--- config.mk ---
export PLATFORM = sky130hd
export DESIGN_NAME = bar_field_sequencer
export DESIGN_NICKNAME = d
export VERILOG_FILES = /design/src/rtl/bar_field_pkg.sv /design/src/rtl/bar_field_sequencer_rr_arbiter.sv /design/src/rtl/bar_field_sequencer.sv
export SDC_FILE = /design/constraint.sdc
export NUM_CORES = 1
export LEC_CHECK = 0
export CORE_ASPECT_RATIO = 1.25
export CORE_MARGIN = 1
export CORE_UTILIZATION = 50
export CTS_CLUSTER_DIAMETER = 50
export DETAILED_ROUTE_END_ITERATION = 10
export PLACE_DENSITY_LB_ADDON = 0.12
export SLEW_MARGIN = 20
export SYNTH_ARGS = -nofsm -noshare
export SYNTH_HDL_FRONTEND = slang
export SYNTH_HIERARCHICAL = 1
export SYNTH_SLANG_ARGS = --single-unit
--- constraint.sdc ---
create_clock -name clk -period 7.4 [get_ports clk]
set_input_delay 1.48 -clock clk [delete_from_list [all_inputs] [get_ports clk]]
set_output_delay 1.48 -clock clk [all_outputs]
set_load 0.005 [all_outputs]
--- src/rtl/bar_field_pkg.sv ---
// Shared types for the bar field sequencer: per-slot payload, the published bar word,
// and the sequencer state encoding.
package bar_field_pkg;

  localparam int unsigned SLOT_W    = 3;
  localparam int unsigned NUM_SLOTS = 7;
  localparam int unsigned BAR_W     = SLOT_W * NUM_SLOTS;

  typedef struct packed {
    logic       flag;
    logic [1:0] code;
  } foo_struct_t;

  // slot[k] occupies bits [3k+2:3k] of the packed word
  typedef struct packed {
    foo_struct_t [NUM_SLOTS-1:0] slot;
  } bar_struct_t;

  typedef enum logic [1:0] {
    IDLE    = 2'd0,
    DIRTY   = 2'd1,
    PUBLISH = 2'd2
  } seq_state_e;

  function automatic logic slot_in_range(input logic [SLOT_W-1:0] idx);
    return 32'(idx) < NUM_SLOTS;
  endfunction

  // Replace one slot, leave every other bit untouched
  function automatic bar_struct_t bar_put(input bar_struct_t b,
                                          input logic [SLOT_W-1:0] idx,
                                          input foo_struct_t f);
    bar_struct_t r;
    r = b;
    for (int unsigned k = 0; k < NUM_SLOTS; k++) begin
      if (32'(idx) == k) r.slot[3'(k)] = f;
    end
    return r;
  endfunction

endpackage

--- src/rtl/bar_field_sequencer_rr_arbiter.sv ---
// Round-robin arbiter: scans upward from ptr_i with wrap and grants the first requester.
module rr_arbiter #(
  parameter  int unsigned N     = 4,
  localparam int unsigned IDX_W = (N > 1) ? $clog2(N) : 1
) (
  input  logic [N-1:0]     req_i,
  input  logic [IDX_W-1:0] ptr_i,
  output logic [N-1:0]     gnt_o,
  output logic [IDX_W-1:0] gnt_idx_o,
  output logic             gnt_valid_o
);

  int unsigned cand;

  always_comb begin
    gnt_o       = '0;
    gnt_idx_o   = '0;
    gnt_valid_o = 1'b0;
    cand        = 0;
    for (int unsigned off = 0; off < N; off++) begin
      cand = (32'(ptr_i) + off) % N;
      if (!gnt_valid_o && req_i[IDX_W'(cand)]) begin
        gnt_valid_o              = 1'b1;
        gnt_o[IDX_W'(cand)]      = 1'b1;
        gnt_idx_o                = IDX_W'(cand);
      end
    end
  end

endmodule

--- src/rtl/bar_field_sequencer.sv ---
// Collects per-requester slot writes into a shadow bar word and publishes it atomically
// on commit; arbitration is round-robin and paused while a publish is in flight.
module bar_field_sequencer
  import bar_field_pkg::*;
#(
  parameter  int unsigned      NUM_REQ   = 4,
  parameter  logic [BAR_W-1:0] RESET_BAR = '0,
  localparam int unsigned      IDX_W     = $clog2(NUM_REQ)
) (
  input  logic                      clk,
  input  logic                      rst,
  input  logic [NUM_REQ-1:0]        req_valid,
  output logic [NUM_REQ-1:0]        req_ready,
  input  logic [NUM_REQ*SLOT_W-1:0] req_foo,
  input  logic [NUM_REQ*SLOT_W-1:0] req_slot,
  input  logic                      commit_i,
  output logic [BAR_W-1:0]          bar_o,
  output logic                      bar_valid_o,
  output logic [IDX_W-1:0]          gnt_id_o,
  output logic                      dirty_o,
  output logic                      err_o
);

  seq_state_e        state_q;
  bar_struct_t       shadow_q, shadow_d;
  bar_struct_t       bar_q;
  logic [IDX_W-1:0]  ptr_q, ptr_d;
  logic [IDX_W-1:0]  gnt_id_q;
  logic              bar_valid_q;
  logic              err_q;
  logic              dirty_q;

  logic [NUM_REQ-1:0] arb_req;
  logic [NUM_REQ-1:0] arb_gnt;
  logic [IDX_W-1:0]   arb_idx;
  logic               arb_valid;
  foo_struct_t        sel_foo;
  logic [SLOT_W-1:0]  sel_slot;
  logic               wr_en;
  logic               wr_err;

  // No grants while the publish cycle is copying the shadow out
  assign arb_req = (state_q != PUBLISH) ? req_valid : '0;

  rr_arbiter #(.N(NUM_REQ)) u_arb (
    .req_i       (arb_req),
    .ptr_i       (ptr_q),
    .gnt_o       (arb_gnt),
    .gnt_idx_o   (arb_idx),
    .gnt_valid_o (arb_valid)
  );

  assign req_ready = arb_gnt;

  always_comb begin
    sel_foo  = '0;
    sel_slot = '0;
    for (int unsigned i = 0; i < NUM_REQ; i++) begin
      if (arb_idx == IDX_W'(i)) begin
        sel_foo  = foo_struct_t'(req_foo[i*SLOT_W +: SLOT_W]);
        sel_slot = req_slot[i*SLOT_W +: SLOT_W];
      end
    end
  end

  // An out-of-range slot still consumes the grant but never touches the shadow
  assign wr_en  = arb_valid &&  slot_in_range(sel_slot);
  assign wr_err = arb_valid && !slot_in_range(sel_slot);

  always_comb begin
    shadow_d = shadow_q;
    ptr_d    = ptr_q;
    if (wr_en) shadow_d = bar_put(shadow_q, sel_slot, sel_foo);
    if (arb_valid) begin
      ptr_d = (arb_idx == IDX_W'(NUM_REQ - 1)) ? '0 : arb_idx + IDX_W'(1);
    end
  end

  always_ff @(posedge clk) begin
    if (rst) begin
      state_q     <= IDLE;
      shadow_q    <= bar_struct_t'(RESET_BAR);
      bar_q       <= bar_struct_t'(RESET_BAR);
      ptr_q       <= '0;
      gnt_id_q    <= '0;
      bar_valid_q <= 1'b0;
      err_q       <= 1'b0;
      dirty_q     <= 1'b0;
    end else begin
      shadow_q    <= shadow_d;
      ptr_q       <= ptr_d;
      err_q       <= wr_err;
      bar_valid_q <= 1'b0;
      if (arb_valid) gnt_id_q <= arb_idx;
      case (state_q)
        IDLE: begin
          if (wr_en) begin
            state_q <= DIRTY;
            dirty_q <= 1'b1;
          end
        end
        DIRTY: begin
          if (commit_i) begin
            state_q <= PUBLISH;
            dirty_q <= 1'b0;
          end
        end
        PUBLISH: begin
          bar_q       <= shadow_q;
          bar_valid_q <= 1'b1;
          state_q     <= IDLE;
          dirty_q     <= 1'b0;
        end
        default: begin
          state_q <= IDLE;
          dirty_q <= 1'b0;
        end
      endcase
    end
  end

  assign bar_o       = bar_q;
  assign bar_valid_o = bar_valid_q;
  assign gnt_id_o    = gnt_id_q;
  assign dirty_o     = dirty_q;
  assign err_o       = err_q;

endmodule

## Yosys cells after proc, flatten, opt, wreduce, memory -nomap -nowiden

Cells that the tools add are included.

| word-level totals | value |
|---|---|
| register bits | 51 |
| latch bits | 0 |
| input bits | 31 |
| bits in writable memories | 0 |
| ROM bits | 0 |
| memories kept | 0 |

| cells by class | value |
|---|---|
| add/sub/neg operators | 4 |
| div/mod/pow operators | 0 |
| reductions and logical operators | 24 |
| shift operators | 0 |
| bitwise operators | 3 |
| multiply operators | 0 |
| $lt $le $gt $ge | 9 |
| equality and inequality tests | 14 |
| mux-type cells | 45 |

Operator list:

| cell | number |
|---|---|
| 3-bit two-way mux | 8 |
| 4-bit two-way mux | 5 |
| 2-bit AND reduction | 8 |
| 1-bit two-way mux | 15 |
| 2-bit two-way mux | 7 |
| 2-bit by 3-bit < comparator with 1-bit output (second input constant) | 4 |
| 4-bit OR | 3 |
| 3-bit == test (second input constant) | 3 |
| 1-bit logical AND | 9 |
| 1-bit binary-select mux with 2-bit select | 4 |
| 1-bit demux with 2-bit select | 4 |
| 2-bit by 1-bit greater-or-equal comparator with 1-bit output (second input constant) | 4 |
| 2-bit == test (second input constant) | 3 |
| 3-bit by 2-bit == test with 1-bit output (second input constant) | 2 |
| 2-bit inequality test (second input constant) | 3 |
| 2-bit by 1-bit adder with 2-bit output (second input constant) | 2 |
| 2-bit adder (second input constant) | 2 |
| 2-bit by 1-bit == test with 1-bit output (second input constant) | 2 |
| 1-bit logical NOT | 4 |
| 2-bit logical NOT | 2 |
| 2-bit one-hot mux with 2 select lines | 1 |
| 3-bit by 1-bit == test with 1-bit output (second input constant) | 1 |
| 3-bit logical NOT | 1 |
| 3-bit < comparator (second input constant) | 1 |
| 1-bit one-hot mux with 2 select lines | 1 |

## Logic depth before layout (Yosys ltp)

| depth | value |
|---|---|
| depth after elaboration | 23 |
| gate-level depth with buffers | 17 |
| mapped depth without buffers | 13 |

## Modules after synthesis

The synthesis kept the hierarchy.

By module, submodules not included:

| module | cells an instance | instances | area each (µm²) | seq. area each (µm²) |
|---|---|---|---|---|
| bar_field_sequencer | 243 | 1 | 2,306.0 | 1,001.0 |
| rr_arbiter | 45 | 1 | 419.2 | 0.0 |

## Worst setup path after synthesis

No wires, ideal clock.

| path | value |
|---|---|
| kind | input-to-reg |
| start | in req_valid[3] |
| end | reg shadow_q[15] (netlist bit) |
| stages on the path | 12 |
| arrival | 4.418 ns |
| required time | 7.328 ns |
| setup slack | 2.910 ns |
| setup time | 0.072 ns |
| path buffers | 2 |
| cell sequence | nor2b_1 mux4_2 clkbuf_1 o31ai_1 inv_1 ha_1 buf_6 nor3b_1 a211o_1 or2_4 nor3_4 mux2i_1 |

| between the ends | value |
|---|---|
| longest elaborated chain between the ends | 21 |

Ends and longest elaborated chain:

| item | RTL line | RTL |
|---|---|---|
| start, declared | bar_field_sequencer.sv:12 | `input logic [NUM_REQ-1:0] req_valid,` |
| 4-bit two-way mux * | bar_field_sequencer.sv:43 | `assign arb_req = (state_q != PUBLISH) ? req_valid : '0;` |
| 1-bit binary-select mux with 2-bit select | bar_field_sequencer_rr_arbiter.sv:22 | `if (!gnt_valid_o && req_i[IDX_W'(cand)]) begin` |
| 1-bit two-way mux (implied by the code) | bar_field_sequencer_rr_arbiter.sv:22 |  |
| 1-bit two-way mux | bar_field_sequencer_rr_arbiter.sv:22 |  |
| 1-bit logical NOT | bar_field_sequencer_rr_arbiter.sv:22 |  |
| 1-bit logical AND | bar_field_sequencer_rr_arbiter.sv:22 |  |
| 1-bit two-way mux | bar_field_sequencer_rr_arbiter.sv:22 |  |
| 1-bit logical NOT | bar_field_sequencer_rr_arbiter.sv:22 |  |
| (+3 left out) | -- |  |
| 1-bit logical AND | bar_field_sequencer_rr_arbiter.sv:22 |  |
| 2-bit two-way mux * | bar_field_sequencer_rr_arbiter.sv:22 |  |
| net arb_idx[0] | bar_field_sequencer.sv:35 | `logic [IDX_W-1:0] arb_idx;` |
| 2-bit logical NOT | bar_field_sequencer.sv:59 | `if (arb_idx == IDX_W'(i)) begin` |
| 3-bit two-way mux (4 in series) | bar_field_sequencer.sv:59 |  |
| 3-bit < comparator | bar_field_pkg.sv:26 | `return 32'(idx) < NUM_SLOTS;` |
| 1-bit logical AND | bar_field_sequencer.sv:67 | `assign wr_en = arb_valid && slot_in_range(sel_slot);` |
| 2-bit AND reduction (no line) | -- |  |
| end signal, assigned | bar_field_sequencer.sv:82 | `shadow_q <= bar_struct_t'(RESET_BAR);` |
| end signal, assigned | bar_field_sequencer.sv:90 | `shadow_q <= shadow_d;` |
| end, declared | bar_field_sequencer.sv:25 | `bar_struct_t shadow_q, shadow_d;` |

Mark *: on every way through the listed nets, which the timed path passes. The rest lies on a longest branch. The select of a mux whose other input is x is not followed.
A chain may end at the register's enable or synchronous reset.

## Worst setup path in the final report

| path | value |
|---|---|
| start | in req_valid[3] |
| end | out req_ready[1] |

| between the ends | value |
|---|---|
| longest elaborated chain between the ends | 13 |

Ends and longest elaborated chain:

| item | RTL line | RTL |
|---|---|---|
| 4-bit two-way mux * | bar_field_sequencer.sv:43 |  |
| net arb_req[3] | bar_field_sequencer.sv:33 | `logic [NUM_REQ-1:0] arb_req;` |
| 1-bit binary-select mux with 2-bit select | bar_field_sequencer_rr_arbiter.sv:22 |  |
| 1-bit two-way mux (implied by the code) | bar_field_sequencer_rr_arbiter.sv:22 |  |
| 1-bit two-way mux | bar_field_sequencer_rr_arbiter.sv:22 |  |
| 1-bit logical NOT | bar_field_sequencer_rr_arbiter.sv:22 |  |
| 1-bit logical AND | bar_field_sequencer_rr_arbiter.sv:22 |  |
| 1-bit two-way mux | bar_field_sequencer_rr_arbiter.sv:22 |  |
| 1-bit logical NOT | bar_field_sequencer_rr_arbiter.sv:22 |  |
| 1-bit logical AND | bar_field_sequencer_rr_arbiter.sv:22 |  |
| 1-bit two-way mux | bar_field_sequencer_rr_arbiter.sv:22 |  |
| 1-bit logical NOT | bar_field_sequencer_rr_arbiter.sv:22 |  |
| 1-bit logical AND | bar_field_sequencer_rr_arbiter.sv:22 |  |
| 4-bit two-way mux * | bar_field_sequencer_rr_arbiter.sv:22 |  |
| end, declared | bar_field_sequencer.sv:13 | `output logic [NUM_REQ-1:0] req_ready,` |

Marked as above.

==> impl_results.md <==
* Status: finished, final reports clean
* Slew @ Worst Pin at 0.787 ns
* CP Data Required Time at 5.92 ns
* Port Buf Inserts at 60
* Initial Util at 52.9%
* Crit start category: input pin
* Comb power frac at 64.7%
* Vias in the first global route at 2,012
* Rel. slew slack at 47.4%
* Largest net degree at the start of global routing at 54
* Sw frac at 44.6%
* Setup TNS at 0 ns
* Fill cells at 434
* Die height at 84.5 um
* I/O pin count at 61
* Count of cell types in the netlist at 38
* Clk root buf: clkbuf_8
* Post-Synthesis Cells at 288
* Synth warn at 6
* Synthesis-to-layout area growth at 25.9%
* Hold Buf Count CTS at 0
* Clock Path Buffers at 2
* Clock Latency Late Sink at 0.31 ns
* Via/cell ratio at 5.48
* Nets at 378
* Final Critical Period at 5.34 ns
* Mapped cell area at 0.00273 sq mm
* CTS tree: built
* PD cells at 491 mW/mm^2
* Share of cells above drive strength 1 at 9.44%
* Post-Route Skew at 0.00628 ns
* Flop2flop setup slack at 3.12 ns
* Design internal power at 0.933 mW
* Hpwl dp at 4160 um
* Htree depth at 2
* Initial DRC Count at 115
* Design Power at 1.68 mW
* CTS Buf Count at 5
* Routed WL at 5830 um
* Clk pwr share at 12.2%
* RSZ-0062 raised after global routing: false
* Row cnt at 29
* Final setup vio count at 0
* Via count at 2,197
* Max-Cap Viols at 0
* All-layer global routing usage at 21.3%
* Die width at 68.0 um
* Flop pwr share at 23.1%
* Nature of the critical path endpoint: primary output
* CP Max Fanout at 13
* CTS sink count at 50
* Pleak at 1.22 nW
* Final hold viol count at 0
* Final ANT Viol Nets at 0
* First-pass GRT wire length at 9340 um
* Commonest non-fill, non-tap cells in the layout: 60 x clkdlybuf4s50_1, 50 x dfxtp_1, 49 x nand2_1, 28 x nand2b_1
* Area contributors post-synth: dfxtp_1 37%, mux2i_1 9.2%, nand2_1 6.7%
* Slew Limit Fails at 0
* Routed WL per cell at 14.5 um
* Post-cts resize count at 0
* Initial antenna violation count at 0
* Dpl ws at 2.07 ns
* Drt pass-1 iters at 4
* Most common cell after layout, fill and taps aside: clkdlybuf4s50_1
* Grt total ovfl at 0
* Register area share after synthesis at 36.7%
* Post CTS Setup Buffer Count at 0
* Antenna diodes at 0
* Core Box Area at 0.00515 sq mm
* Sw power at 0.751 mW
* Hold crit path type: flop to flop
* Fmax at 0.187 GHz
* Multi-input gate area at 0.00158 sq mm
* Final setup margin at 2.06 ns
* Critical path type: input pin to primary output
* CP Data Arrival Time at 3.86 ns
* Register bit total from synthesis at 50
* Synth top area share at 36.7%
* Worst IR Drop VDD at 0.249 mV
* Avg Inst Size Synth at 9.46 sq um
* Sequential cell area at 0.00100 sq mm
* Syn Nets at 328
* Tcrit/Tclk final at 72.2%
* Clock slew at reported path FFs at 0.09 ns
* Post-synth top area cell: dfxtp_1
* DRC at 0
* Placer Congestion at 0.728
* Die area at 0.00575 sq mm
-- stage by stage --
stage	utilization (%)	instances	hold WS [ns]	area, sq um
finish	66.6	401	0.457	3430
global route	66.6	401	0.475	3430
CTS	66.6	401	0.459	3430
detailed placement	64.2	393	0.447	3310
global placement	64.2	393	0.444	3310
floorplan	-	288	0.432	2730
-- Yosys cell counts (all sizes together) --
master / n
a221oi: 2
o221a: 2
a22o: 2
nor2b: 9
dfxtp: 50
nor4b: 1
a21oi: 25
o211ai: 1
mux2: 2
a32o: 1
clkbuf: 13
o31ai: 3
mux2i: 25
mux4: 4
buf: 6
o221ai: 2
nand2b: 28
nand3b: 1
a22oi: 9
nor3: 10
a211o: 1
nor4: 2
a211oi: 2
inv: 9
nand2: 49
nor2: 7
ha: 9
nor3b: 1
or2: 3
o311ai: 2
o21ai: 6
and2b: 1
-- state kept, by name (all words and copies together), names as in the netlist --
| signal | flops |
|---|---|
| dirty_o | 1 |
| state_q | 1 |
| err_o | 1 |
| ptr_q | 2 |
| bar_o | 21 |
| shadow_q | 21 |
| bar_valid_o | 1 |
| gnt_id_o | 2 |
-- critical path, stage by stage --
cell	delay (ns)
clkdlybuf4s50_1	0.38
nor2b_1	0.16
mux4_2	0.63
nor4b_4	0.45
a22oi_1	0.12
o21ai_0	0.10
clkdlybuf4s50_1	0.52
-- cells by family (layout without fill, tap and decap cells) --
logic type      count (synthesis)  after routing  share of synthesized area, %
simple gates                  112            112                          24.5
compound gates                 58             58                          15.8
flops                          50             50                          36.7
mux                            31             31                          13.6
buf+inv                        28             79                          5.23
fa+ha+maj                       9              9                          4.13
-- power by group through the flow --
stage	registers [mW]	clock network [mW]	logic [mW]
after floorplan	0.378	0	0.924
after global placement	0.394	0	1.07
after global routing	0.397	0.219	1.18
final	0.389	0.206	1.09
after detailed placement	0.393	0	1.09
after CTS	0.389	0.208	1.10
-- routing by layer --
metal,routed length [um],global-route usage (%),vias to the layer above
li1,-,-,1094
met1,2420,25.2,1059
met2,3140,37.6,39
met3,199,4.62,5
met4,61,5.68,0
met5,0,0,-
-- final timing paths --
check | cells past startpoint | from | to
setup / recovery | 7 | req_valid[3] | req_ready[1]
hold / removal | 2 | shadow_q[18]$_SDFFE_PP0P_ | bar_o[18]$_SDFFE_PP0P_
setup reg to reg | 13 | ptr_q[0]$_SDFFE_PP0P_ | shadow_q[17]$_SDFFE_PP0P_
hold reg to reg | 2 | shadow_q[18]$_SDFFE_PP0P_ | bar_o[18]$_SDFFE_PP0P_
-- cell type report --
type / count / area share, %
multi-input cells: 210 / 46.1
flip-flops and latches: 50 / 29.2
repair buffers: 62 / 17.9
clock buffers: 6 / 2.41
well taps: 62 / 2.26
clock inverters: 2 / 1.13
inverters: 9 / 0.985
No activity file was read; power rests on OpenSTA's default activity.
